**config.mk**
```make
export PLATFORM = sky130hd
export DESIGN_NAME = asteroid_ground_monitor
export DESIGN_NICKNAME = d
export VERILOG_FILES = /design/src/rtl/asteroid_ground_monitor.sv
export SDC_FILE = /design/constraint.sdc
export NUM_CORES = 1
export LEC_CHECK = 0
export CORE_UTILIZATION = 37
export CTS_CLUSTER_SIZE = 10
export DETAILED_ROUTE_END_ITERATION = 12
export MAX_ROUTING_LAYER = met4
export SLEW_MARGIN = 5
export SYNTH_ARGS = -nofsm -noshare
export SYNTH_HDL_FRONTEND = slang
export SYNTH_SLANG_ARGS = --single-unit
```
**constraint.sdc**
```tcl
create_clock -name clock -period 1.9 [get_ports clock]
set_input_delay 0.38 -clock clock [delete_from_list [all_inputs] [get_ports clock]]
set_output_delay 0.38 -clock clock [all_outputs]
set_load 0.1 [all_outputs]
```
**src/rtl/asteroid_ground_monitor.sv**
```systemverilog
// Per-frame asteroid/ground collision scanner with a lives counter.
// Snapshots all channels on the frame strobe, scans one per cycle, then charges lives.
module asteroid_ground_monitor #(
  parameter int          NUM_AST  = 4,
  parameter int          Y_WIDTH  = 7,
  parameter int unsigned GROUND_Y = 100,
  parameter int          LIVES    = 3,
  parameter int          LIVES_W  = 2
) (
  input  logic                       clock,
  input  logic                       reset,
  input  logic                       start,
  input  logic                       asteroid_move_done,
  input  logic [NUM_AST-1:0]         ast_valid,
  input  logic [NUM_AST*Y_WIDTH-1:0] ast_y,
  output logic [NUM_AST-1:0]         ground_hit,
  output logic [LIVES_W-1:0]         lives_left,
  output logic                       scan_done,
  output logic                       busy,
  output logic                       overrun,
  output logic                       gameover
);

  localparam int CW = $clog2(NUM_AST + 1);
  localparam int IW = (NUM_AST > 1) ? $clog2(NUM_AST) : 1;
  localparam int DW = (CW > LIVES_W) ? CW : LIVES_W;

  typedef enum logic [2:0] {
    S_WAIT  = 3'd0,
    S_ARMED = 3'd1,
    S_SCAN  = 3'd2,
    S_APPLY = 3'd3,
    S_OVER  = 3'd4
  } state_t;

  state_t                     state;
  state_t                     state_n;
  logic [IW-1:0]              idx;
  logic [CW-1:0]              hit_cnt;
  logic [NUM_AST-1:0]         snap_valid;
  logic [NUM_AST*Y_WIDTH-1:0] snap_y;
  logic [Y_WIDTH-1:0]         cur_y;
  logic                       cur_hit;
  logic                       last;
  logic [DW-1:0]              hits_x;
  logic [DW-1:0]              lives_x;
  logic [LIVES_W-1:0]         lives_next;

  assign cur_y   = snap_y[32'(idx)*Y_WIDTH +: Y_WIDTH];
  assign cur_hit = snap_valid[idx] && (32'(cur_y) >= GROUND_Y);
  assign last    = (idx == IW'(NUM_AST - 1));
  assign busy    = (state == S_SCAN) || (state == S_APPLY);

  // Saturating deduction: a frame can never take more lives than remain.
  always_comb begin
    hits_x  = DW'(hit_cnt);
    lives_x = DW'(lives_left);
    if (hits_x >= lives_x) begin
      lives_next = '0;
    end else begin
      lives_next = LIVES_W'(lives_x - hits_x);
    end
  end

  always_comb begin
    state_n = state;
    case (state)
      S_WAIT:  if (start) state_n = S_ARMED;
      S_ARMED: if (asteroid_move_done) state_n = S_SCAN;
      S_SCAN:  if (last) state_n = S_APPLY;
      S_APPLY: state_n = (lives_next == '0) ? S_OVER : S_ARMED;
      S_OVER:  if (start) state_n = S_ARMED;
      default: state_n = S_WAIT;
    endcase
  end

  always_ff @(posedge clock or posedge reset) begin
    if (reset) begin
      state      <= S_WAIT;
      ground_hit <= '0;
      lives_left <= LIVES_W'(LIVES);
      scan_done  <= 1'b0;
      overrun    <= 1'b0;
      gameover   <= 1'b0;
      idx        <= '0;
      hit_cnt    <= '0;
      snap_valid <= '0;
      snap_y     <= '0;
    end else begin
      state     <= state_n;
      scan_done <= 1'b0;
      if (busy && asteroid_move_done) overrun <= 1'b1;
      case (state)
        S_WAIT: begin
          if (start) begin
            lives_left <= LIVES_W'(LIVES);
            overrun    <= 1'b0;
          end
        end
        S_ARMED: begin
          if (asteroid_move_done) begin
            snap_valid <= ast_valid;
            snap_y     <= ast_y;
            idx        <= '0;
            hit_cnt    <= '0;
            ground_hit <= '0;
          end
        end
        S_SCAN: begin
          if (cur_hit) begin
            ground_hit[idx] <= 1'b1;
            hit_cnt         <= hit_cnt + CW'(1);
          end
          if (!last) idx <= idx + IW'(1);
        end
        S_APPLY: begin
          lives_left <= lives_next;
          if (lives_next == '0) gameover  <= 1'b1;
          else                  scan_done <= 1'b1;
        end
        S_OVER: begin
          if (start) begin
            gameover   <= 1'b0;
            lives_left <= LIVES_W'(LIVES);
            ground_hit <= '0;
            overrun    <= 1'b0;
          end
        end
        default: ;
      endcase
    end
  end

endmodule

```
==> flow_metrics.tcl <==
set metrics [dict create \
    outcome "completed" \
    cts_max_level 2 \
    grt_pass1_wl_um 6840 \
    row_count 26 \
    fin_crit_ns 1.80 \
    criticalPathCategory "reg2reg" \
    setup_violations 0 \
    syn2layout_area_growth_pct 34.5 \
    antenna_found_initial 0 \
    insertion_delay_ns 0.29 \
    fp.dieW_um 76.0 \
    fin_crit_sh_pct 94.5 \
    die_h_um 76.0 \
    syn_nets 211 \
    async_reset_ff_share_pct 100 \
    cp-end-kind "register" \
    max-slew-margin-rel_pct 72.7 \
    wirelength_um 3890 \
    vias_per_cell 5.08 \
    synthTopCellsByArea "dfrtp_1, mux2_1, ha_1" \
    synth_warnings 0 \
    path_max_fanout 4 \
    tns_ns 0 \
    final-max-slew-violation-count 0 \
    start_util_pct 39.1 \
    yosysSeqAreaShare_pct 50.8 \
    fmax_mhz 557 \
    clock-sinks 41 \
    antenna_cells 0 \
    final_nets 254 \
    synth_top_family_by_area "simple AND/OR/NAND/NOR gates" \
    yosysUniqueCellTypes 49 \
    drt-pass1-iter-count 4 \
    ys_ff_latch 41 \
    drv_cap 0 \
    drc 0 \
    gp_congestion 0.787 \
    ant_nets 0 \
    first_iter_violations 41 \
    p_total_mw 4.54 \
    path_clk_slew_ns 0.08 \
    cts_buffers 5 \
    cp.required_ns 2.08 \
    synthMuxAreaShare_pct 13.9 \
    finalHoldViolations 0 \
    synth_top_area_share_pct 48.2 \
    synth_area_leader_cell "dfrtp_1" \
    grt_overflow 0 \
    final_util_pct 52.6 \
    netlist_area_mm2 0.00202 \
    ios 46 \
    peakVddDrop_mv 0.660 \
    post-synth-top-count-cell "dfrtp_1" \
    wl_per_cell_um 13.8 \
    synth_edf_count 0 \
    synth_cells 167 \
    clock_path_buffers 2 \
    hp-class "in2async" \
    dp_hpwl_um 3000 \
    synthFlopType "dfrtp_1" \
    synthAdderAreaFrac_pct 4.94 \
    io_buffer_count 37 \
    worst_slew_pin_slew_ns 0.406 \
    drive_gt1_share_pct 19.9 \
    cp-start-kind "register" \
    cts_tree "done" \
    vias 1428 \
    cp_data_arrival_time_ns 1.98 \
    rsz0062_at_grt "false" \
    cts_root_buffer "clkbuf_8" \
    postCtsSetupBuffers 0 \
    avgSynthCellArea_um2 12.1 \
    finalClockSkew_ns 0.00433 \
    coreArea_mm2 0.00517 \
    synth-simple-area-share_pct 14.2 \
    synthXorXnorAreaFrac_pct 0 \
    synth-compound-area-share_pct 11.3 \
    postPlaceCellArea_mm2 0.00259 \
    grt.total_usage_pct 15.5 \
    dieArea_mm2 0.00577 \
    grt_pass1_vias 1517 \
    finalInstanceArea_mm2 0.00272 \
    grt_max_degree 28 \
    synthTopCellsByCount "dfrtp_1, mux2_1, nor2_1" \
    power_density_mw_per_mm2 1670 \
    leakagePower_nw 1.19 \
]
==> area by class of cell <==
class | instances | area (um^2)
multi-input combinational | 110 | 937
timing repair buffer | 43 | 515
clock inverter | 1 | 30.0
tap | 70 | 87.6
clock buffer | 7 | 86.3
inverter | 9 | 33.8
fill | 456 | 2450
sequential | 41 | 1030
==> flip-flops by register name (all words and copies together), names as in the netlist <==
signal / count
snap_y: 20
ground_hit: 4
snap_valid: 4
hit_cnt: 3
state: 3
idx: 2
lives_left: 2
gameover: 1
overrun: 1
scan_done: 1
==> cells in the final DEF (no fill, tap or decap), types with 2 or more instances in the layout <==
cell             netlist  layout
dfrtp_1               39      39
clkdlybuf4s50_1        0      27
mux2_1                24      24
nor2_1                11      11
buf_12                 1      10
nand2_1                9       9
inv_1                  7       7
ha_1                   8       7
a22o_1                 6       6
a21oi_1                6       6
clkbuf_8               0       6
buf_4                  3       6
nand3_1                3       3
inv_2                  2       2
nand2b_1               2       2
and2b_1                2       2
nor3_1                 2       2
nand4_1                2       2
or2_2                  2       2
nor2_2                 2       2
o21ai_0                2       2
a31oi_1                2       2
==> where the power goes <==
part / internal [mW] / total, mW / switching (mW)
clock: 0.428 / 0.720 / 0.292
sequential: 1.28 / 1.66 / 0.375
combinational: 0.940 / 2.16 / 1.22
total: 2.65 / 4.54 / 1.89
==> per-layer routing <==
metal  GRT usage (%)  wire (um)  vias to the layer above
met2            27.0       1950                       39
met5               -          0                        -
li1                -          -                      684
met4            6.15         73                        0
met1            16.8       1670                      699
met3            4.43        197                        6
==> repair_timing <==
item                                    4_1_cts  5_1_grt
endpoints found under the hold margin         0        0
resized for setup                             0        2
hold buffers                                  0        0
endpoints found under the setup margin        0        2
==> logic make-up after synthesis <==
kind of cell	after synthesis
AO/OA/AOI/OAI	29
AND/OR/NAND/NOR	48
adder cells (fa/ha/maj)	8
flip-flops	41
buffers and inverters	16
multiplexers	25
==> stage by stage <==
| stage | hold slack (ns) | setup slack (ns) | instances |
|---|---|---|---|
| 5_1_grt | 0.449 | 0.00385 | 281 |
| 4_1_cts | 0.432 | 0.0839 | 281 |
| 3_3_place_gp | 0.468 | -0.0742 | 273 |
| 3_5_place_dp | 0.475 | -0.100 | 273 |
| 6_report | 0.421 | 0.104 | 281 |
| 2_1_floorplan | 0.458 | 0.0126 | 167 |
==> worst max-delay path: stages, from the launching register on <==
cell	delay, ns
dfstp_4	0.65
inv_1	0.08
ha_4	0.27
nor2b_4	0.13
nor2_1	0.06
o21ai_2	0.20
nand2_1	0.08
a22o_1	0.22
==> path summary, 6_finish.rpt <==
| kind | endpoint | startpoint | cells past startpoint | slack, ns |
|---|---|---|---|---|
| hold / removal | scan_done | reset | 3 | 0.42 |
| setup reg to reg | state[0] | lives_left[1] | 7 | 0.10 |
| hold reg to reg | snap_y[18] | snap_y[18] | 1 | 0.49 |
| min in group clock | snap_y[18] | snap_y[18] | 1 | 0.49 |
| max in group asynchronous | snap_y[5] | reset | 3 | 1.16 |
| setup / recovery | state[0] | lives_left[1] | 7 | 0.10 |
Note: power is estimated with default switching activity, not from simulation.
